$ cat config.mk
export PLATFORM = sky130hd
export DESIGN_NAME = input_conditioner
export DESIGN_NICKNAME = d
export VERILOG_FILES = /design/src/rtl/input_conditioner.sv
export SDC_FILE = /design/constraint.sdc
export NUM_CORES = 1
export LEC_CHECK = 0
export BUFFER_PORTS_ARGS = -buffer_cell sky130_fd_sc_hd__buf_4
export CAP_MARGIN = 20
export CORE_MARGIN = 1.5
export CORE_UTILIZATION = 55
export DETAILED_ROUTE_END_ITERATION = 7
export PLACE_DENSITY = 0.76
export SETUP_SLACK_MARGIN = 0.3
export SLEW_MARGIN = 25
export SYNTH_ARGS = -nofsm -noshare
export SYNTH_HDL_FRONTEND = slang
export SYNTH_SLANG_ARGS = --single-unit
$ cat constraint.sdc
create_clock -name CLOCK_50 -period 2.2 [get_ports CLOCK_50]
set_input_delay 0.44 -clock CLOCK_50 [delete_from_list [all_inputs] [get_ports CLOCK_50]]
set_output_delay 0.44 -clock CLOCK_50 [all_outputs]
set_load 0.03 [all_outputs]
$ cat src/rtl/input_conditioner.sv
// Board input conditioner: two-flop synchronizers and per-bit debounce
// for SW/KEY, plus registered key press/release and switch-change strobes.
//
// Ports:
//   CLOCK_50    in   system clock, all state on rising edge
//   Resetn      in   synchronous active-low reset
//   SW          in   raw switch levels (asynchronous)
//   KEY         in   raw pushbutton levels, 0 = pressed (asynchronous)
//   sw_db       out  debounced switch levels
//   key_db      out  debounced key levels, active-low like KEY
//   key_press   out  one-cycle strobe on key_db[i] 1->0
//   key_release out  one-cycle strobe on key_db[i] 0->1
//   sw_changed  out  one-cycle strobe when any sw_db bit updates
module input_conditioner #(
  parameter int N_SW            = 10,
  parameter int N_KEY           = 4,
  parameter int DEBOUNCE_CYCLES = 500000,
  parameter int CNT_W           = 19
) (
  input  logic             CLOCK_50,
  input  logic             Resetn,
  input  logic [N_SW-1:0]  SW,
  input  logic [N_KEY-1:0] KEY,
  output logic [N_SW-1:0]  sw_db,
  output logic [N_KEY-1:0] key_db,
  output logic [N_KEY-1:0] key_press,
  output logic [N_KEY-1:0] key_release,
  output logic             sw_changed
);

  // Terminal count: a mismatch seen on this count commits the new level.
  localparam logic [CNT_W-1:0] CNT_MAX =
    CNT_W'(DEBOUNCE_CYCLES - 1);

  // Synchronizers
  logic [N_SW-1:0]  sw_s1_q, sw_s1_d;
  logic [N_SW-1:0]  sw_s2_q, sw_s2_d;
  logic [N_KEY-1:0] key_s1_q, key_s1_d;
  logic [N_KEY-1:0] key_s2_q, key_s2_d;

  // Debounce state
  logic [N_SW-1:0]  sw_db_q, sw_db_d;
  logic [N_KEY-1:0] key_db_q, key_db_d;
  logic [CNT_W-1:0] sw_cnt_q  [N_SW];
  logic [CNT_W-1:0] sw_cnt_d  [N_SW];
  logic [CNT_W-1:0] key_cnt_q [N_KEY];
  logic [CNT_W-1:0] key_cnt_d [N_KEY];

  // Strobes
  logic [N_KEY-1:0] key_press_q, key_press_d;
  logic [N_KEY-1:0] key_release_q, key_release_d;
  logic             sw_changed_q, sw_changed_d;

  always_comb begin
    sw_s1_d  = SW;
    sw_s2_d  = sw_s1_q;
    key_s1_d = KEY;
    key_s2_d = key_s1_q;

    sw_db_d = sw_db_q;
    for (int i = 0; i < N_SW; i++) begin
      sw_cnt_d[i] = '0;
      if (sw_s2_q[i] != sw_db_q[i]) begin
        if (sw_cnt_q[i] == CNT_MAX) begin
          sw_db_d[i] = sw_s2_q[i];
        end else begin
          sw_cnt_d[i] = sw_cnt_q[i] + 1'b1;
        end
      end
    end

    key_db_d = key_db_q;
    for (int i = 0; i < N_KEY; i++) begin
      key_cnt_d[i] = '0;
      if (key_s2_q[i] != key_db_q[i]) begin
        if (key_cnt_q[i] == CNT_MAX) begin
          key_db_d[i] = key_s2_q[i];
        end else begin
          key_cnt_d[i] = key_cnt_q[i] + 1'b1;
        end
      end
    end

    // Strobes are registered alongside the new level, so they line up
    // with the first cycle the updated value is visible.
    sw_changed_d  = |(sw_db_d ^ sw_db_q);
    key_press_d   = key_db_q & ~key_db_d;
    key_release_d = ~key_db_q & key_db_d;
  end

  always_ff @(posedge CLOCK_50) begin
    if (!Resetn) begin
      sw_s1_q       <= '0;
      sw_s2_q       <= '0;
      key_s1_q      <= '1;
      key_s2_q      <= '1;
      sw_db_q       <= '0;
      key_db_q      <= '1;
      for (int i = 0; i < N_SW; i++) sw_cnt_q[i] <= '0;
      for (int i = 0; i < N_KEY; i++) key_cnt_q[i] <= '0;
      key_press_q   <= '0;
      key_release_q <= '0;
      sw_changed_q  <= 1'b0;
    end else begin
      sw_s1_q       <= sw_s1_d;
      sw_s2_q       <= sw_s2_d;
      key_s1_q      <= key_s1_d;
      key_s2_q      <= key_s2_d;
      sw_db_q       <= sw_db_d;
      key_db_q      <= key_db_d;
      for (int i = 0; i < N_SW; i++) sw_cnt_q[i] <= sw_cnt_d[i];
      for (int i = 0; i < N_KEY; i++) key_cnt_q[i] <= key_cnt_d[i];
      key_press_q   <= key_press_d;
      key_release_q <= key_release_d;
      sw_changed_q  <= sw_changed_d;
    end
  end

  assign sw_db       = sw_db_q;
  assign key_db      = key_db_q;
  assign key_press   = key_press_q;
  assign key_release = key_release_q;
  assign sw_changed  = sw_changed_q;

endmodule

Yosys cells after proc, flatten, opt, wreduce, memory -nomap -nowiden
Memory sizes are Yosys's and may differ from the RTL's.
Cells that the tools add are included.
Operators by class
  equality and inequality tests: 28
  bitwise operators: 19
  multiplexer cells: 72
  reductions and logical operators: 1
  add/subtract/negate cells: 14
Operator list (number)
  two-way mux 19 bit: 42
  adder 19 x 1 -> 19 bit, second input constant: 14
  equality test 19 bit, second input constant: 14
  two-way mux 1 bit: 30
  != test 1 bit: 14
  OR 1 bit: 14
  OR reduction 10 bit: 1
  bitwise XOR 10 bit: 1
  AND 4 bit: 2
  NOT 4 bit: 2
Word-level totals
  memories: 2
  input bits: 16
  register bits after elaboration: 51
  memory bits (writable): 266
Memory list
  sw_cnt_q: depth 10, width 19, rd ports 10, clocked after Yosys merged registers in 0, write ports 10, RTL line 44  | logic [CNT_W-1:0] sw_cnt_q [N_SW];
  key_cnt_q: depth 4, width 19, rd ports 4, clocked after Yosys merged registers in 0, write ports 4, RTL line 46  | logic [CNT_W-1:0] key_cnt_q [N_KEY];

Depth between registers and ports, before layout
Gate-level depths: netlist of run 1.
  depth after elaboration: 5
  gate-level depth with buffers: 8

Worst setup path after synthesis of run 1
No wires, ideal clock.
  path type: register -> register
  start point: mem sw_cnt_q[6][14]
  end point: mem sw_cnt_q[6][13]
  stages on the path, launching flop included: 7
  period minus slack after synthesis: 2000 ps
  setup time: 114 ps
  data arrival time: 1885 ps
  required time: 2086 ps
  setup slack: 200 ps
  cell sequence: dfxtp_1 or4_1 or4b_1 nor3_2 nand3b_4 buf_8 nor2_1
RTL lines (RTL line)
  from (decl): 44

==> results of run 1 <==
## layout by cell type, fill, tap and decap left out, drive strengths merged, types with 18 or more instances in the layout
cell and instances:
and4 18, and2 29, dfxtp 317, nor2 325, buf 69, xor2 127
xnor2 121, nand4 55, nand2 104, and3 27, clkbuf 49, nor4 28
nand3 97, nor3 39, inv 46
## timing repair
item                                   CTS  global route
pin swaps                               10            13
endpoints found under the hold margin    0             0
buffers inserted                         4             6
gates resized for setup                 22            41
setup endpoints to repair               98           199
gates cloned                             3             3
## synth_stat cells (7+ instances only)
cell type  instances  area share, %
nor2_1           325            9.2
dfxtp_1          317             48
xor2_1           127            8.4
xnor2_1          121            8.0
nand2_1          104            3.0
nand3_1           97            3.7
nand4_1           55            2.6
inv_1             46            1.3
nor3_1            38            1.4
and2_1            29            1.4
nor4_1            28            1.3
and3_1            27            1.3
clkbuf_1          20           0.57
and4_1            17            1.1
nor4b_1           17            1.1
ha_1              14            1.3
or3_1             13           0.61
nand2b_1          10           0.47
a21oi_1            9           0.34
mux2i_1            9           0.68
o21ai_0            8           0.30
buf_2              7           0.26
## state kept, by name, summed over array words and instances (netlist names), 10 cells and up
| signal | count |
|---|---|
| sw_s2_q | 10 |
| sw_db | 10 |
| sw_s1_q | 10 |
| sw_cnt_q | 190 |
| key_cnt_q | 76 |
## metal layers
layer | GRT usage (%) | share of wire [%] | wire, µm
met1 | 25.4 | 47 | 12000
met2 | 34.6 | 48 | 12300
met3 | 3.61 | 3.0 | 773
met4 | 6.32 | 1.9 | 479
met5 | 0 | 0 | 0
## metrics by stage
stage	power (mW)	utilization, %	hold slack [ns]	area [µm²]	instances
2_1_floorplan	5.99	-	0.386	13200	1491
3_3_place_gp	6.05	59.4	0.388	14000	1838
3_5_place_dp	6.06	59.4	0.391	14000	1838
4_1_cts	11.9	65.1	0.104	15300	1906
5_1_grt	12.2	66.0	0.119	15500	1915
6_report	11.8	66.1	0.118	15500	1916
## worst max path at each step
stage	startpoint	slack, ns	cells after the start	end
3_5_place_dp	sw_cnt_q[6][14]	0.19	5	sw_cnt_q[6][8]
4_1_cts	sw_cnt_q[3][10]	0.22	5	sw_cnt_q[3][5]
5_1_grt	sw_cnt_q[6][14]	0.12	5	sw_cnt_q[6][8]
3_3_place_gp	sw_cnt_q[6][14]	0.22	5	sw_cnt_q[6][2]
6_report	sw_cnt_q[3][10]	0.18	5	sw_cnt_q[3][12]
2_1_floorplan	sw_cnt_q[3][6]	0.22	5	sw_cnt_q[3][17]
## power breakdown
part	leakage [nW]	internal [mW]	total, mW	switching [mW]
clock	0.575	3.62	5.86	2.24
combinational	1.95	0.0635	0.153	0.0892
sequential	2.57	5.77	5.79	0.0182
## layout make-up
| class | instances | area [µm²] | area share (%) |
|---|---|---|---|
| Sequential cell | 317 | 6360 | 40.9 |
| Clock buffer | 48 | 1030 | 6.61 |
| Multi-Input combinational cell | 1102 | 6830 | 43.9 |
| Antenna cell | 1 | 2.50 | 0.0161 |
| Timing Repair Buffer | 70 | 599 | 3.85 |
| Clock inverter | 13 | 151 | 0.974 |
| Inverter | 46 | 173 | 1.11 |
| Tap cell | 319 | 399 | 2.57 |
## cells by family (layout without fill, tap and decap cells)
kind of cell,Yosys count,in the layout,synth area share [%]
flops,317,317,48.0
simple gates,802,806,30.0
compound gates,25,25,1.26
fa+ha+maj,14,14,1.32
buf+inv,76,177,2.36
mux,9,9,0.681
xor+xnor,248,248,16.4
other cells,0,1,0
==> qor.txt, run 1 <==
Worst path bufs/invs = 1
Initial DRC Count = 478
Vias in the first global route = 9,468
Cells on Worst Hold Path = 2
P_leak = 5.09 nW
Register area share after synthesis = 48.0%
GRT Overall Usage = 20.1%
Top_reg_cell synth = dfxtp_1
TritonCTS clock tree = built
Critical-path cell list = or4b_1 -> or4_4 -> o211ai_4 -> clkbuf_16 -> nor2_1
Worst Path Arrival = 2.42 ns
Avg Inst Size Synth = 8.87 µm²
Grt ovf = 0
Worst path slowest cell = or4_4
HP Start = KEY[3]
Vias = 10.1k
Netlist cell types = 47
Filler Cells Inserted = 1,915
RR Startpoint = sw_cnt_q[3][10]
Critical path class = flop to flop
Die Footprint = 25,000 µm²
# rows = 56
Worst Hold End = key_s1_q[3]
CP endpoint kind = flop
Worst min path class = input port to flop
Yosys warning count = 0
DRC = 0
Final min period = 2.02 ns
Instance count of the mapped netlist = 1,491
CP max stage delay = 0.57 ns
Clk buf depth = 3
Worst slew pin tran = 0.906 ns
IO buf count = 38
Clk sink count = 317
Pwr Density = 759 nW/µm²
Max Fclk = 0.494 GHz
Core area = 23,500 µm²
CP Launch Type = flop
Final setup viols = 0
Area growth syn-to-layout = 17.5%
RSZ-0062 raised after global routing = yes
R2R depth = 5
Global placement routability congestion = 0.848
Final worst setup slack = 0.177 ns
Clock Skews = 0.0107 ns
Synthesized Nets = 1,521
Initial Utilization = 56.2%
IO Count = 39
Final nets = 1,601
H-tree depth = 2
Fin. Hold Viols = 0
Tcrit/Tclk final = 92.0%
Die height = 158 µm
Later-pin clock latency in the skew report = 0.50 ns
Critical path fanouts, max = 9
CTS Root Cell = clkbuf_16
Number of CTS-inserted buffers = 34
First-pass GRT wire length = 42.2 mm
Delay-heaviest family, CP = simple AND/OR/NAND/NOR gates
Post-route antenna net violation count = 0
Maxcap violations = 0
Wirelength, routed = 25.5 mm
Outcome = complete, no violations
Setup_tns = 0 ns
Post-detail-place hpwl = 16.0 mm
Reg2reg setup slack = 0.18 ns
First-pass iteration count of the detailed router = 6
# hold bufs at CTS = 0
Post-synth ARST share = 0%
Clock transition at path regs = 0.06 ns
Largest net degree at the start of global routing = 39
Register bit total from synthesis = 317
FF-to-FF End = sw_cnt_q[3][12]
Share of layout cells above drive strength 1 = 12.1%
Number of synthesized flops with an enable pin = 0
Max-slew violations = 0
Worst vdd ir = 0.000710 V
Vias per cell = 5.27
DP Worst Slack = 0.193 ns
Die extent in x = 158 µm
Post-DR wirelength/cell = 13.3 µm
Req. time, crit path = 2.59 ns
Worst slew margin = 39.4%
Synthesized cell area = 13,200 µm²
Antenna violations before repair = 0
Note: power is estimated with default switching activity, not from simulation.
==> inputs of run 2 (changes only) <==
CORE_MARGIN = 10   (was 1.5)
clock period = 2.5 ns   (was 2.2 ns; I/O delays follow)
==> qor.txt, run 2 (synthesis results as in run 1) <==
Clock power frac = 50.0%
Die height = 175 µm
Clock transition at path regs = 0.06 ns
Met1 Usage GRT = 19.6%
CP Launch Type = flop
Initial DRC Count = 462
Grt ovf = 0
Pwr Total = 10.4 mW
Vias = 9,928
Switch share = 19.8%
# hold bufs at CTS = 0
Delay-heaviest family, CP = simple AND/OR/NAND/NOR gates
Worst path slowest cell = or4_1
Worst min path class = input port to flop
Ant diodes = 0
CTS Root Cell = clkbuf_16
Largest regs = sw_cnt_q: 190 flops, key_cnt_q: 76 flops
Gate power share = 1.1%
Final min period = 2.08 ns
Antenna violations before repair = 0
Pwr Density = 690 nW/µm²
Post-DR wirelength/cell = 13.0 µm
Critical path fanouts, max = 19
Vias in the first global route = 9,716
GRT Overall Usage = 15.8%
Setup_tns = 0 ns
Most frequent cells in the layout = nor2_1, dfxtp_1, xor2_1, xnor2_1, nand2_1
Post-layout instance area = 15,100 µm²
Hold Worst Slack = 0.175 ns
CP max stage delay = 0.51 ns
Worst slew pin tran = 0.852 ns
Initial Utilization = 56.2%
Number of CTS-inserted buffers = 35
IO Count = 39
Cells on Worst Hold Path = 2
Core area = 23,500 µm²
Worst Path Arrival = 2.47 ns
Worst slew margin = 42.8%
P_leak = 4.90 nW
Clock Skews = 0.00849 ns
Met3 usage = 2.97%
Critical path class = flop to flop
DRC = 0
Most common cell after layout, fill and taps aside = nor2_1
First-pass GRT wire length = 42.8 mm
R2R depth = 5
Number of flip-flops in the largest register = 190
Clk sink count = 317
RSZ-0062 raised after global routing = yes
# rows = 56
Max-slew violations = 0
Critical-path cell list = or4_1 -> or4b_1 -> nor3_2 -> nand3b_4 -> nor2_1
Post-detail-place hpwl = 16.2 mm
Area after DPL = 13,900 µm²
Maxcap violations = 0
Wirelength, routed = 24.7 mm
Outcome = complete, no violations
Area growth syn-to-layout = 14.3%
Die Footprint = 30,700 µm²
Cell-internal power = 8.37 mW
IO buf count = 38
H-tree depth = 2
Fin. Hold Viols = 0
TritonCTS clock tree = built
Max Fclk = 0.480 GHz
Worst vdd ir = 0.000482 V
Biggest register = sw_cnt_q
Grt peak-use layer = met2
Vias per cell = 5.23
Worst path bufs/invs = 0
Post-route antenna net violation count = 0
Global placement routability congestion = 0.831
Final nets = 1,584
GR Layer Usage met2 = 27.0%
Largest net degree at the start of global routing = 26
Switching power total = 2.06 mW
Later-pin clock latency in the skew report = 0.51 ns
Clk buf depth = 3
WP depth = 5
Die extent in x = 175 µm
CP endpoint kind = flop
First-pass iteration count of the detailed router = 4
Final setup viols = 0
Tcrit/Tclk final = 83.4%
Sequential share of power = 48.9%
Share of layout cells above drive strength 1 = 8.17%
Req. time, crit path = 2.89 ns
## run 2: power groups by stage
stage	combinational, mW	clock, mW	sequential [mW]
6_report	0.118	5.22	5.10
5_1_grt	0.132	5.53	5.10
4_1_cts	0.118	5.34	5.09
3_5_place_dp	0.117	0	5.21
3_3_place_gp	0.115	0	5.21
2_1_floorplan	0.0728	0	5.20
## run 2: area by class of cell
class | count | area, µm²
clock buffer | 51 | 1020
sequential | 317 | 6350
timing repair buffer | 56 | 433
multi-input combinational | 1098 | 6590
inverter | 46 | 173
clock inverter | 11 | 158
tap | 319 | 399
fill | 1948 | 8420
## run 2: routing by layer
metal / part of all wire (%) / vias to the layer above
met5: 0 / -
met4: 1.9 / 0
met3: 3.5 / 43
met2: 47 / 132
met1: 47 / 4633
li1: - / 5120
## run 2: worst paths after layout
path / startpoint / to / slack (ns)
setup / recovery: sw_cnt_q[6][14] / sw_cnt_q[6][8] / 0.42
hold reg to reg: key_s1_q[2] / key_s2_q[2] / 0.40
setup reg to reg: sw_cnt_q[6][14] / sw_cnt_q[6][8] / 0.42
hold / removal: KEY[3] / key_s1_q[3] / 0.18
## run 2: timing repair
item | CTS | global route
endpoints found under the setup margin | 0 | 90
resized for setup | 0 | 4
buffers inserted | 0 | 1
## run 2: per-stage QoR
step | worst slack, ns | cells | utilization (%)
6_report | 0.415 | 1898 | 64.2
4_1_cts | 0.331 | 1897 | 64.0
3_3_place_gp | 0.383 | 1835 | 59.0
5_1_grt | 0.291 | 1898 | 64.2
3_5_place_dp | 0.348 | 1835 | 59.0
2_1_floorplan | 0.500 | 1491 | -
